[src/rtl/adc_deser_pkg.sv]
// Shared definitions for the GPAC ADC receive deserializer:
// framing state encoding, default link geometry and a width helper.
package adc_deser_pkg;

    typedef enum logic [1:0] {
        SYNC  = 2'd0,
        SHIFT = 2'd1,
        GAP   = 2'd2
    } state_e;

    localparam int ADC_BITS      = 14;
    localparam int ADC_FRAME_LEN = 16;
    localparam int ADC_NCH       = 4;

    // Smallest width able to hold values 0..value-1.
    function automatic int clog2(input int value);
        int w;
        w = 0;
        while ((1 << w) < value) begin
            w++;
        end
        return w;
    endfunction

endpackage

[src/rtl/adc_deser_lane.sv]
// One serial lane of the ADC deserializer: MSB-first shift register plus an
// output word register loaded when the framer reports a complete, accepted word.
// Build option ADC_TWOS_COMP_EN: invert the sample MSB at latch time, turning
// offset-binary into two's complement without extra latency.
module adc_deser_lane
    import adc_deser_pkg::*;
#(
    parameter int BITS = ADC_BITS
) (
    input  logic            clk,
    input  logic            rst_n,
    input  logic            cap_en,
    input  logic            latch_en,
    input  logic            din,
    output logic [BITS-1:0] word_out
);

    // Only BITS-1 history bits are needed: the final bit arrives with latch_en.
    logic [BITS-2:0] shift_q, shift_d;
    logic [BITS-1:0] word_q, word_d;
    logic [BITS-1:0] next_word;

    // Shift in the current lane bit and form the candidate output word.
    always_comb begin
        next_word = {shift_q, din};
        shift_d   = shift_q;
        word_d    = word_q;
        if (cap_en) begin
            shift_d = next_word[BITS-2:0];
        end
        if (latch_en) begin
`ifdef ADC_TWOS_COMP_EN
            word_d = next_word ^ {1'b1, {(BITS-1){1'b0}}};
`else
            word_d = next_word;
`endif
        end
    end

    // Lane registers; reset clears both the partial and the presented word.
    always_ff @(posedge clk or negedge rst_n) begin
        if (!rst_n) begin
            shift_q <= '0;
            word_q  <= '0;
        end else begin
            shift_q <= shift_d;
            word_q  <= word_d;
        end
    end

    assign word_out = word_q;

endmodule

[src/rtl/adc_deser_rx.sv]
// Receive-side deserializer for the 4-lane GPAC serial ADC link, clocked by DCO.
// Frames on FCO rising edges, tracks frame alignment (LOCKED), flags early and
// missing frame edges (FRAME_ERR) and only presents words that started while locked.
// Build option ADC_TWOS_COMP_EN (handled in the lanes): two's complement output.
module adc_deser_rx
    import adc_deser_pkg::*;
#(
    parameter int NCH       = ADC_NCH,
    parameter int BITS      = ADC_BITS,
    parameter int FRAME_LEN = ADC_FRAME_LEN,
    parameter int LOCK_CNT  = 4
) (
    input  logic                CLK,
    input  logic                RST_N,
    input  logic                EN,
    input  logic                ADC_FCO,
    input  logic [NCH-1:0]      ADC_DATA,
    output logic [NCH*BITS-1:0] DATA_OUT,
    output logic                VALID,
    output logic                LOCKED,
    output logic                FRAME_ERR
);

    localparam int FCW = clog2(FRAME_LEN + 2);
    localparam int BCW = clog2(BITS + 1);
    localparam int GCW = clog2(LOCK_CNT + 1);

    state_e         state_q, state_d;
    logic           fco_q, fco_d;
    logic [FCW-1:0] frame_cnt_q, frame_cnt_d;
    logic [BCW-1:0] bit_cnt_q, bit_cnt_d;
    logic [GCW-1:0] good_cnt_q, good_cnt_d;
    logic           locked_q, locked_d;
    logic           word_ok_q, word_ok_d;
    logic           valid_q, valid_d;
    logic           frame_err_q, frame_err_d;
    logic           rise;
    logic           cap_en;
    logic           latch_en;

    // Framing FSM: edge classification, bit/frame counting and lock tracking.
    always_comb begin
        fco_d       = ADC_FCO;
        rise        = ADC_FCO & ~fco_q;
        state_d     = state_q;
        frame_cnt_d = frame_cnt_q;
        bit_cnt_d   = bit_cnt_q;
        good_cnt_d  = good_cnt_q;
        locked_d    = locked_q;
        word_ok_d   = word_ok_q;
        valid_d     = 1'b0;
        frame_err_d = 1'b0;
        cap_en      = 1'b0;
        latch_en    = 1'b0;

        if (!EN) begin
            // Disable is a quiet resync: no error, partial word dropped.
            state_d     = SYNC;
            frame_cnt_d = '0;
            bit_cnt_d   = '0;
            good_cnt_d  = '0;
            locked_d    = 1'b0;
            word_ok_d   = 1'b0;
        end else if (rise) begin
            // Every accepted rise restarts a word; this cycle carries the MSB.
            state_d     = SHIFT;
            cap_en      = 1'b1;
            bit_cnt_d   = BCW'(1);
            frame_cnt_d = FCW'(1);
            if (state_q == SYNC) begin
                good_cnt_d = GCW'(1);
                locked_d   = (good_cnt_d == GCW'(LOCK_CNT));
            end else if (frame_cnt_q == FCW'(FRAME_LEN)) begin
                good_cnt_d = (good_cnt_q >= GCW'(LOCK_CNT)) ? good_cnt_q
                                                             : good_cnt_q + GCW'(1);
                locked_d   = locked_q | (good_cnt_d == GCW'(LOCK_CNT));
            end else begin
                // Early edge: realign to it, which also discards the word in flight.
                frame_err_d = 1'b1;
                good_cnt_d  = GCW'(1);
                locked_d    = 1'b0;
            end
            // A word is delivered only if the link is locked as of its start edge.
            word_ok_d = locked_d;
        end else if (state_q != SYNC) begin
            if (frame_cnt_q == FCW'(FRAME_LEN)) begin
                // Missing edge: the expected rise did not come.
                frame_err_d = 1'b1;
                state_d     = SYNC;
                frame_cnt_d = '0;
                bit_cnt_d   = '0;
                good_cnt_d  = '0;
                locked_d    = 1'b0;
                word_ok_d   = 1'b0;
            end else begin
                frame_cnt_d = frame_cnt_q + FCW'(1);
                if (state_q == SHIFT) begin
                    cap_en    = 1'b1;
                    bit_cnt_d = bit_cnt_q + BCW'(1);
                    if (bit_cnt_q == BCW'(BITS - 1)) begin
                        state_d  = GAP;
                        latch_en = word_ok_q;
                        valid_d  = word_ok_q;
                    end
                end
            end
        end
    end

    // Control and status registers.
    always_ff @(posedge CLK or negedge RST_N) begin
        if (!RST_N) begin
            state_q     <= SYNC;
            fco_q       <= 1'b0;
            frame_cnt_q <= '0;
            bit_cnt_q   <= '0;
            good_cnt_q  <= '0;
            locked_q    <= 1'b0;
            word_ok_q   <= 1'b0;
            valid_q     <= 1'b0;
            frame_err_q <= 1'b0;
        end else begin
            state_q     <= state_d;
            fco_q       <= fco_d;
            frame_cnt_q <= frame_cnt_d;
            bit_cnt_q   <= bit_cnt_d;
            good_cnt_q  <= good_cnt_d;
            locked_q    <= locked_d;
            word_ok_q   <= word_ok_d;
            valid_q     <= valid_d;
            frame_err_q <= frame_err_d;
        end
    end

    for (genvar k = 0; k < NCH; k++) begin : g_lane
        adc_deser_lane #(.BITS(BITS)) u_lane (
            .clk      (CLK),
            .rst_n    (RST_N),
            .cap_en   (cap_en),
            .latch_en (latch_en),
            .din      (ADC_DATA[k]),
            .word_out (DATA_OUT[k*BITS +: BITS])
        );
    end

    assign VALID     = valid_q;
    assign LOCKED    = locked_q;
    assign FRAME_ERR = frame_err_q;

endmodule

[config.mk]
export PLATFORM = sky130hd
export DESIGN_NAME = adc_deser_rx
export DESIGN_NICKNAME = d
export VERILOG_FILES = /design/src/rtl/adc_deser_pkg.sv /design/src/rtl/adc_deser_lane.sv /design/src/rtl/adc_deser_rx.sv
export SDC_FILE = /design/constraint.sdc
export NUM_CORES = 1
export LEC_CHECK = 0
export CAP_MARGIN = 25
export CORE_MARGIN = 4
export CORE_UTILIZATION = 55
export CTS_CLUSTER_DIAMETER = 100
export DETAILED_ROUTE_END_ITERATION = 16
export HOLD_SLACK_MARGIN = 0.05
export PLACE_DENSITY = 0.9
export REMOVE_ABC_BUFFERS = 1
export SETUP_SLACK_MARGIN = 0.02
export SYNTH_ARGS = -nofsm -noshare
export SYNTH_HDL_FRONTEND = slang
export SYNTH_HIERARCHICAL = 1
export SYNTH_SLANG_ARGS = --single-unit
[constraint.sdc]
create_clock -name CLK -period 4.2 [get_ports CLK]
set_input_delay 1.26 -clock CLK [delete_from_list [all_inputs] [get_ports CLK]]
set_output_delay 1.26 -clock CLK [all_outputs]
set_load 0.01 [all_outputs]
==> results.ini <==
[sta]
fin_worst_skew_ns=0.00992
maxSlewHeadroom_pct=36.6
hold_slack_ns=0.504
setup_viol=0
fin_crit_ns=2.88
period_share_pct=68.5
fmax_ghz=0.348
grt_setup_unrepaired=false
hold_viol=0
drv_slew=0
tightestPinTransition_ns=0.939

[critical_path]
cpPeakStageDelay_ns=0.49
start_kind=input port
rr_worst_depth=7
endpoint_kind=flop
crit_arrival_ns=3.26
worstPathMaxFanout=41
crit_path_top_delay_cell=buf_4
cp_num_cells=6
crit_type=in -> reg
crit_family=buffers and inverters
rr_startpoint=frame_cnt_q[0]$_DFFE_PN0P_
crit_required_ns=4.58
crit_chain=clkdlybuf4s50_1, nand2b_1, nand3_1, nor3_2, buf_4, mux2_2
path_buf_inv=2
crit_start=ADC_FCO

[synthesis]
synth_top_flop_cell=dfrtp_1
netlist_area_um2=5050
synth-edff-count=0
async_flop_share_pct=100
syn_avg_cell_area_um2=15.0
synth_adder_area_share_pct=1.49
synth_mux_area_share_pct=24.1
yosysTopAreaCell=dfrtp_1
synth_top_family_by_area=multiplexers
ys_types=36
synthCells=336
synth-seq-cells=126
synth_warnings=6
yosys.area.top_type_share_pct=62.4
synth_most_common_cell=dfrtp_1
yosys.area_share.simple_pct=4.90
synth_area_leaders=dfrtp_1 (62%), mux2_2 (24%), ha_1 (1.5%), nand3_1 (0.89%), buf_6 (0.89%)
yosysSeqAreaShare_pct=62.4
synth_xor_area_share_pct=0.347
synthTopCellsByCount=dfrtp_1 (126), mux2_2 (108), nand3_1 (9)
synth_compound_area_share_pct=4.19

[floorplan]
io_pins=67
die_x_um=104
die_h_um=104
die_area_um2=10800
rows=34
core-area_um2=8850
initial_core_util_pct=57.1

[grt]
grt_max_degree=66
grt_overflow_total=0
antenna_found_initial=0
grt_use_total_pct=18.6
grt_pass1_vias=3193
grt_pass1_wl_um=16200

[clock_network]
clockBufferDepth=2
htree_levels=4
clock_sinks=126
cts_hold_buf=0
cts_tree=yes
clock_latency_ns=0.50
root_buffer=clkbuf_8
clk_pin_slew_worst_paths_ns=0.06
cts_setup_buffers=0
postCtsResizedCells=0
cts_buffers=17

[place]
dp_hpwl_um=5920
numPortBuffers=66
gp_congestion=0.758

[routing]
viasPerCell=5.63
ant_nets=0
drc=0
first_pass_iters=4
wl_per_cell_um=17.8
drtIter0Drc=144
routed_wl_um=9470
vias=2995

[layout]
area_growth_pct=27.5
fin_util_pct=72.8
multi_input_area_um2=1780
drive_gt1_share_pct=35.4
final-seq-area_um2=3150
num-fill-cells=589
nNetsFinal=425
num_antenna_cells=0

[run_status]
status=finished, final reports clean

[min_path]
hp-start=g_lane[0].u_lane/word_out[13]$_DFFE_PN0P_
hp-class=reg -> reg
hold_depth=1

[pwr]
power_density_nw_per_um2=538
p_leak_nw=2.91
irDropWorstVdd_mv=0.325

[job]
drv_cap=0

## layer usage
metal	track usage, %	share of wire, %	vias up
li1	-	-	1377
met1	24.7	45	1530
met2	29.6	50	78
met3	5.16	4.1	10
met4	6.65	1.1	0
met5	0	0	-
## layout make-up
class | instances | share of cell area, %
clock buffers | 17 | 6.43
clock inverters | 15 | 3.24
inverters | 5 | 0.291
multi-input cells | 189 | 27.7
flip-flops and latches | 126 | 49.0
well taps | 108 | 2.10
repair buffers | 72 | 11.3
## worst reg2reg max path, stage by stage, from the launching register on
cell,delay [ns]
dfrtp_1,0.39
inv_1,0.08
ha_1,0.20
nand4bb_1,0.45
nand3b_1,0.28
nor3_2,0.27
buf_4,0.49
mux2_2,0.43
## through the flow
step / instance area, µm² / setup TNS [ns] / power [W] / std cells / worst slack, ns
final: 6440 / 0 / 0.00347 / 532 / 1.32
after global routing: 6440 / 0 / 0.00362 / 532 / 1.19
after CTS: 6440 / 0 / 0.00350 / 532 / 1.35
after detailed placement: 5820 / 0 / 0.00195 / 500 / 0.802
after floorplan: 4940 / -192.41 / 0.00182 / 320 / -1.86
after global placement: 5810 / 0 / 0.00191 / 499 / 0.874
## final timing paths
kind	slack, ns	to
max in group asynchronous	2.54	g_lane[1].u_lane/shift_q[10]$_DFFE_PN0P_
hold reg to reg	0.50	g_lane[0].u_lane/word_out[13]$_DFFE_PN0P_
setup reg to reg	1.48	g_lane[2].u_lane/word_out[3]$_DFFE_PN0P_
min in group asynchronous	0.85	g_lane[2].u_lane/word_out[12]$_DFFE_PN0P_
hold / removal	0.50	g_lane[0].u_lane/word_out[13]$_DFFE_PN0P_
setup / recovery	1.32	g_lane[2].u_lane/word_out[3]$_DFFE_PN0P_
## power by group
part           leakage (nW)  switching (W)  internal (W)  total [W]
Combinational         0.943       0.000118      0.000203   0.000321
Sequential             1.67       0.000173       0.00145    0.00162
Clock                 0.296       0.000551      0.000973    0.00152
Total                  2.91       0.000842       0.00262    0.00347
## sequential cells by signal, summed over array words and instances, names as in the netlist
name,count
bit_cnt_q,4
g_lane.u_lane/word_out,56
FRAME_ERR,1
good_cnt_q,3
g_lane.u_lane/shift_q,52
word_ok_q,1
state_q,2
VALID,1
frame_cnt_q,5
fco_q,1
## logic make-up (layout without fill, tap and decap cells)
| logic type | after synthesis | after routing |
|---|---|---|
| multiplexers | 108 | 108 |
| adder cells (fa/ha/maj) | 6 | 6 |
| XOR/XNOR | 2 | 2 |
| flip-flops | 126 | 126 |
| AND/OR/NAND/NOR | 42 | 42 |
| AO/OA/AOI/OAI | 31 | 31 |
| buffers and inverters | 21 | 109 |
## cell usage in the layout (no fill, tap or decap), types with 2 or more instances in the layout
master,instances
dfrtp_1,126
mux2_2,108
clkdlybuf4s50_1,65
clkbuf_16,16
nand3_1,9
nand2_1,8
a21oi_1,7
ha_1,6
inv_1,5
inv_6,5
o21ai_0,4
o211ai_1,4
bufinv_16,4
buf_4,4
nor4bb_1,3
nor2_1,3
nor3b_1,3
a21boi_0,3
or3_1,3
clkinvlp_4,3
nand3b_1,2
and3_1,2
a211oi_1,2
nand4_1,2
o2111ai_1,2
o311ai_0,2
a31oi_1,2
a41oi_1,2
clkinv_4,2
buf_12,2
Note: power is estimated with default switching activity, not from simulation.
